--- src/rtl/ib_queue_pkg.sv ---
// Shared definitions for the instruction buffer: default geometry and the
// bit layout of one stored entry (PTAB | PC | INSN, MSB to LSB).
package ib_queue_pkg;

    localparam int IB_FETCH_W = 4;
    localparam int IB_ISSUE_W = 2;
    localparam int IB_DEPTH   = 16;
    localparam int IB_PTAB_W  = 5;

    localparam int IB_INSN_LSB = 0;
    localparam int IB_PC_LSB   = 32;
    localparam int IB_PTAB_LSB = 64;

    function automatic int ib_entry_w(input int ptab_w);
        return IB_PTAB_LSB + ptab_w;
    endfunction

endpackage

--- src/rtl/ib_lane_compact.sv ---
// Turns an I$ lane mask into, for each compacted output position, the index of
// the source lane that lands there, plus the number of valid lanes.
module ib_lane_compact
    import ib_queue_pkg::*;
#(
    parameter int FETCH_W = IB_FETCH_W,
    localparam int LANE_W = $clog2(FETCH_W)
) (
    input  logic [FETCH_W-1:0]        i_mask,
    output logic [FETCH_W*LANE_W-1:0] o_src,
    output logic [FETCH_W-1:0]        o_pos_valid,
    output logic [LANE_W:0]           o_n_in
);

    // One-hot destination position of every lane (zero when the lane is off).
    logic [FETCH_W-1:0] w_hit [FETCH_W];

    assign o_n_in = (LANE_W+1)'($countones(i_mask));

    for (genvar gi = 0; gi < FETCH_W; gi++) begin : g_lane
        logic [LANE_W:0] w_pre;
        assign w_pre      = (LANE_W+1)'($countones(i_mask & FETCH_W'((1 << gi) - 1)));
        assign w_hit[gi]  = i_mask[gi] ? (FETCH_W'(1) << w_pre) : '0;
    end

    for (genvar gi = 0; gi < FETCH_W; gi++) begin : g_pos
        logic [LANE_W-1:0] w_src;
        always_comb begin
            w_src = '0;
            for (int i = 0; i < FETCH_W; i++) begin
                if (w_hit[i][gi]) begin
                    w_src = w_src | LANE_W'(i);
                end
            end
        end
        assign o_src[gi*LANE_W +: LANE_W] = w_src;
        assign o_pos_valid[gi]            = o_n_in > (LANE_W+1)'(gi);
    end

endmodule

--- src/rtl/ib_queue.sv ---
// In-order instruction queue between I$ and ID: compacts masked fetch lanes into
// a circular register store and offers the oldest ISSUE_W entries to ID.
module ib_queue
    import ib_queue_pkg::*;
#(
    parameter int FETCH_W = IB_FETCH_W,
    parameter int ISSUE_W = IB_ISSUE_W,
    parameter int DEPTH   = IB_DEPTH,
    parameter int PTAB_W  = IB_PTAB_W
) (
    input  logic                      clk,
    input  logic                      rst_,
    input  logic                      flush,
    input  logic                      icache_valid_ns,
    input  logic [31:0]               icache_ib_pc,
    input  logic [32*FETCH_W-1:0]     icache_ib_insn,
    input  logic [FETCH_W-1:0]        icache_ib_mask,
    input  logic [PTAB_W-1:0]         icache_ib_ptab_addr,
    input  logic [31:0]               icache_ib_branch_pc,
    output logic                      ib_allin,
    input  logic                      id_allin,
    output logic                      ib_valid_ns,
    output logic [ISSUE_W-1:0]        ib_id_valid,
    output logic [32*ISSUE_W-1:0]     ib_id_pc,
    output logic [32*ISSUE_W-1:0]     ib_id_insn,
    output logic [PTAB_W*ISSUE_W-1:0] ib_id_ptab_addr,
    output logic [$clog2(DEPTH):0]    ib_count
);

    localparam int LANE_W  = $clog2(FETCH_W);
    localparam int PTR_W   = $clog2(DEPTH);
    localparam int CNT_W   = PTR_W + 1;
    localparam int ENTRY_W = ib_entry_w(PTAB_W);

    logic [PTR_W-1:0]   r_head;
    logic [PTR_W-1:0]   r_tail;
    logic [CNT_W-1:0]   r_count;
    logic [ENTRY_W-1:0] r_store [DEPTH];

    logic [FETCH_W*LANE_W-1:0] w_src;
    logic [FETCH_W-1:0]        w_pos_valid;
    logic [LANE_W:0]           w_n_in;
    logic [ENTRY_W-1:0]        w_lane_entry [FETCH_W];
    logic                      w_push;
    logic [CNT_W-1:0]          w_n_in_eff;
    logic [CNT_W-1:0]          w_n_out;
    logic                      w_unused;

    ib_lane_compact #(
        .FETCH_W(FETCH_W)
    ) u_compact (
        .i_mask      (icache_ib_mask),
        .o_src       (w_src),
        .o_pos_valid (w_pos_valid),
        .o_n_in      (w_n_in)
    );

    // Lane offset within the fetch group replaces the ignored low PC bits.
    assign w_unused = ^icache_ib_pc[LANE_W+1:0];

    for (genvar gi = 0; gi < FETCH_W; gi++) begin : g_lane
        logic [31:0]       w_pc;
        logic [PTAB_W-1:0] w_ptab;
        assign w_pc   = {icache_ib_pc[31:LANE_W+2], LANE_W'(gi), 2'b00};
        assign w_ptab = (w_pc == icache_ib_branch_pc && icache_ib_ptab_addr[PTAB_W-1])
                        ? icache_ib_ptab_addr : '0;
        assign w_lane_entry[gi] = {w_ptab, w_pc, icache_ib_insn[32*gi +: 32]};
    end

    assign ib_allin   = (CNT_W'(DEPTH) - r_count) >= CNT_W'(FETCH_W);
    assign w_push     = icache_valid_ns & ib_allin & ~flush;
    assign w_n_in_eff = w_push ? CNT_W'(w_n_in) : '0;
    assign w_n_out    = !id_allin ? '0
                      : (r_count < CNT_W'(ISSUE_W)) ? r_count : CNT_W'(ISSUE_W);

    always_ff @(posedge clk) begin
        if (rst_ || flush) begin
            r_head  <= '0;
            r_tail  <= '0;
            r_count <= '0;
        end else begin
            r_head  <= r_head + w_n_out[PTR_W-1:0];
            r_tail  <= r_tail + w_n_in_eff[PTR_W-1:0];
            r_count <= r_count + w_n_in_eff - w_n_out;
        end
    end

    // Store contents need no reset: every slot read is gated by count.
    always_ff @(posedge clk) begin
        if (w_push && !rst_) begin
            for (int p = 0; p < FETCH_W; p++) begin
                if (w_pos_valid[p]) begin
                    r_store[r_tail + PTR_W'(p)] <= w_lane_entry[w_src[p*LANE_W +: LANE_W]];
                end
            end
        end
    end

    for (genvar gi = 0; gi < ISSUE_W; gi++) begin : g_slot
        logic               w_valid;
        logic [ENTRY_W-1:0] w_entry;
        assign w_valid         = r_count > CNT_W'(gi);
        assign w_entry         = w_valid ? r_store[r_head + PTR_W'(gi)] : '0;
        assign ib_id_valid[gi] = w_valid;
        assign ib_id_insn[32*gi +: 32]          = w_entry[IB_INSN_LSB +: 32];
        assign ib_id_pc[32*gi +: 32]            = w_entry[IB_PC_LSB +: 32];
        assign ib_id_ptab_addr[PTAB_W*gi +: PTAB_W] = w_entry[IB_PTAB_LSB +: PTAB_W];
    end

    assign ib_valid_ns = ib_id_valid[0];
    assign ib_count    = r_count;

    always_ff @(posedge clk) begin
        if (!rst_) begin
            assert (r_count <= CNT_W'(DEPTH));
            assert (!w_push || (r_count + CNT_W'(w_n_in) <= CNT_W'(DEPTH)));
            assert (w_n_in <= (LANE_W+1)'(FETCH_W));
            assert (w_n_out <= r_count + w_n_in_eff);
        end
    end

endmodule

--- config.mk ---
export PLATFORM = sky130hd
export DESIGN_NAME = ib_queue
export DESIGN_NICKNAME = d
export VERILOG_FILES = /design/src/rtl/ib_queue_pkg.sv /design/src/rtl/ib_lane_compact.sv /design/src/rtl/ib_queue.sv
export SDC_FILE = /design/constraint.sdc
export NUM_CORES = 2
export LEC_CHECK = 0
export CORE_MARGIN = 1
export CORE_UTILIZATION = 55
export DETAILED_ROUTE_END_ITERATION = 8
export PLACE_DENSITY = 0.74
export SLEW_MARGIN = 30
export SYNTH_ARGS = -nofsm -noshare
export SYNTH_HDL_FRONTEND = slang
export SYNTH_SLANG_ARGS = --single-unit
--- constraint.sdc ---
create_clock -name clk -period 7.61 [get_ports clk]
set_input_delay 1.522 -clock clk [delete_from_list [all_inputs] [get_ports clk]]
set_output_delay 1.522 -clock clk [all_outputs]
set_load 0.005 [all_outputs]
==> metrics.yaml <==
min_period_ps: 6199
crit_required_ps: 8070
root_buffer: "clkbuf_16"
powerDensity_nw_per_um2: 230.6
arrival_ps: 6660
synthDistinctLibCells: 67
die_x_um: 359.2
gp_congestion: 1.033
cp_top_family: "simple AND/OR/NAND/NOR gates"
seq_power_share_pct: 37.3
cts_setup_buffers: 0
drcViolationCount: 45
status: "finished with violations"
hold_class: "flop to flop"
fp.dieArea_sq_um: 129000
critPathKind: "primary input to flop"
port_buffers: 344
initial_core_util_pct: 55.66
wirelength_um: 287300
max-slew-margin-rel_pct: 23.92
dr.first_iter.drc_count: 12070
p_leak_nw: 26.69
synthCells: 5340
setup_viol: 0
tns_ps: 0
ctsHoldBuffers: 0
ys_warn_count: 0
crit_buf_inv: 3
ant_nets: 0
dpl.hpwl_um: 164200
whs_ps: 738.6
rsz0062_at_grt: "false"
synth_area_leader_cell: "edfxtp_1"
crit_chain: "clkdlybuf4s50_1, inv_1, ha_1, ha_1, fa_1, nor2_1, nor4_1, nand2_2, buf_4, a21oi_1, o211ai_1, a21boi_0"
area_growth_pct: 14.30
setup_ws_ps: 1411
vdd.ir_drop.worst_v: 0.0002303
async_flop_share_pct: 0
netlist_area_sq_um: 70160
nFillCells: 9122
htree_levels: 3
syn_area_per_cell_sq_um: 13.14
yosys-top-cells-area: "edfxtp_1 (46%), mux4_2 (19%), mux2i_1 (9.0%), clkbuf_1 (2.6%), a221oi_1 (2.6%)"
grt_overflow: 0
num_rows: 130
grt_pass1_wl_um: 401800
post_cts_resized: 0
switching_share_pct: 31.33
crit_path_end_kind: "flop"
fmax_ghz: 0.1613
ys_seq_area_share_pct: 46.25
grt_pass1_vias: 56440
min_period_over_period_pct: 81.46
first_pass_iters: 9
synth_flop_cell: "edfxtp_1"
ioPinCount: 353
wl_per_cell_um: 39.94
dp_slack_ps: 1060
cts_inserted_buffers: 114
internal-power_mw: 12.70
clockBufferDepth: 3
core_sq_um: 126100
grt_start_max_net_pins: 147
p_sw_mw: 5.795
cp_max_fo: 15
crit_path_start_kind: "primary input"
yosys.area.top_type_share_pct: 45.88
cts_tree: "done"
drv_slew: 0
power_frac_clock_pct: 31.8
synth_seq_cells: 1085
cp_common_cell: "ha_1"
fin_nets: 5671
tightest_slew_ps: 1138
clk_latency_ps: 750
grt_use_total_pct: 43.34
drive_above_1_share_pct: 22.88
synth-edff-count: 1072
combPwrFrac_pct: 30.9
cpMaxStageDelayCell: "clkdlybuf4s50_1"
antenna_found_initial: 16
failed_checks: "DRC"
dieHeight_um: 359.2
via_count: 59220
max_stage_delay_ps: 780
clkTransAtPathRegs_ps: 70
max_cap_viol_count: 0
vias_per_cell: 8.233
skew_ps: 26.39
clock-sinks: 1085
hold_violations: 0
## cell usage after synthesis (6+ instances only)
| library cell | n |
|---|---|
| nor2b_1 | 76 |
| buf_2 | 21 |
| nand3_1 | 19 |
| a21oi_1 | 337 |
| inv_1 | 91 |
| a221oi_1 | 210 |
| mux4_2 | 603 |
| fa_1 | 7 |
| o211ai_1 | 14 |
| clkbuf_1 | 495 |
| nor3_1 | 22 |
| buf_1 | 93 |
| o21ai_1 | 33 |
| nand2_1 | 126 |
| a21boi_0 | 54 |
| a211oi_1 | 155 |
| a221oi_2 | 82 |
| nand2b_1 | 7 |
| dfxtp_1 | 13 |
| nor2_1 | 429 |
| o22ai_1 | 179 |
| a21o_1 | 37 |
| edfxtp_1 | 1072 |
| a222oi_1 | 64 |
| o21ai_0 | 18 |
| xor2_1 | 39 |
| buf_4 | 39 |
| a32oi_1 | 6 |
| and2_1 | 74 |
| ha_1 | 24 |
| nand4_1 | 8 |
| or4_1 | 15 |
| mux2i_1 | 634 |
| nor4_1 | 48 |
| a22oi_1 | 110 |
| a21boi_1 | 17 |
## logic make-up (layout without fill, tap and decap cells)
family	Yosys count	after routing	synth area share (%)
flops	1085	1085	46.25
buf+inv	743	931	4.264
simple gates	860	860	5.766
mux	1237	1237	28.40
compound gates	1338	1338	14.13
xor+xnor	44	44	0.5493
other cells	2	17	0.01070
fa+ha+maj	31	31	0.6277
## worst min-delay path: cells and delay by family (launching register included)
kind             cells  cell delay, ps
XOR/XNOR             2             240
flip-flops           1             410
AND/OR/NAND/NOR      1              40
## layout by cell type, fill, tap and decap left out, types with 10 or more instances in the layout
cell,netlist,final
nor4_1,48,26
a221oi_1,210,210
edfxtp_1,1072,1072
nor4_2,1,22
a211oi_1,155,154
o211ai_1,14,14
nor3_1,22,17
nor2_1,429,420
a21boi_0,54,54
bufinv_16,0,17
a21boi_1,17,17
nor2b_1,76,74
mux2i_1,634,634
xor2_1,39,37
buf_12,0,27
nand2_2,0,11
a22oi_1,110,109
clkinv_2,0,21
nand2_1,126,108
clkdlybuf4s50_1,0,344
buf_4,39,243
a21o_1,37,37
clkbuf_1,495,18
clkbuf_16,0,117
o21ai_0,18,18
and2_1,74,74
o21ai_2,0,24
a222oi_1,64,64
mux4_2,603,603
diode_2,0,10
a221oi_2,82,82
a21oi_1,337,330
o22ai_1,179,179
inv_1,91,90
clkinv_1,0,29
ha_1,24,23
## metrics by stage
step | total power [mW] | instance area, sq um | instances | utilization, %
after global placement | 12.41 | 76050 | 6962 | 60.33
after global routing | 18.87 | 80170 | 7185 | 63.60
after floorplan | 10.10 | 70180 | 5345 | -
after detailed placement | 12.52 | 76190 | 6963 | 60.44
after CTS | 18.26 | 80040 | 7178 | 63.50
final | 18.49 | 80190 | 7193 | 63.62
## final timing paths
check                               from                       end  slack, ps  depth (start not counted)
setup / recovery       icache_ib_mask[0]  r_store[5][67]$_DFFE_PP_       1410                         12
setup reg to reg  ib_count[3]$_SDFF_PP0_  r_store[5][67]$_DFFE_PP_       2760                         10
hold reg to reg   ib_count[4]$_SDFF_PP0_    ib_count[4]$_SDFF_PP0_        740                          3
hold / removal    ib_count[4]$_SDFF_PP0_    ib_count[4]$_SDFF_PP0_        740                          3
## area by class of cell
type                    count  area (sq um)  area share [%]
multi-input cells        3517         35450           44.21
flip-flops and latches   1085         32470           40.48
repair buffers            625          5989           7.469
clock buffers             135          2995           3.735
well taps                1650          2064           2.574
clock inverters            80         860.8           1.073
inverters                  91         342.8          0.4275
diodes                     10         25.02         0.03120
## registers in the layout (all words and copies together) (netlist names)
signal	count
r_tail	4
r_store	1072
ib_count	5
r_head	4
## power groups by stage
stage               clock network [mW]  logic (mW)  registers, mW
floorplan                            0        3.13           6.97
global placement                     0        5.41           7.00
detailed placement                   0        5.51           7.01
CTS                               5.83        5.54           6.89
global route                      6.05        5.92           6.90
finish                            5.88        5.72           6.90
## layer usage
| layer | GRT usage [%] | vias to the layer above | share of wire (%) |
|---|---|---|---|
| met5 | 2.331 | - | 0.22 |
| met4 | 27.05 | 30 | 8.1 |
| met3 | 19.93 | 1732 | 18 |
| met2 | 61.51 | 6586 | 42 |
| met1 | 53.49 | 28720 | 32 |
| li1 | - | 22150 | - |
Note: power is estimated with default switching activity, not from simulation.
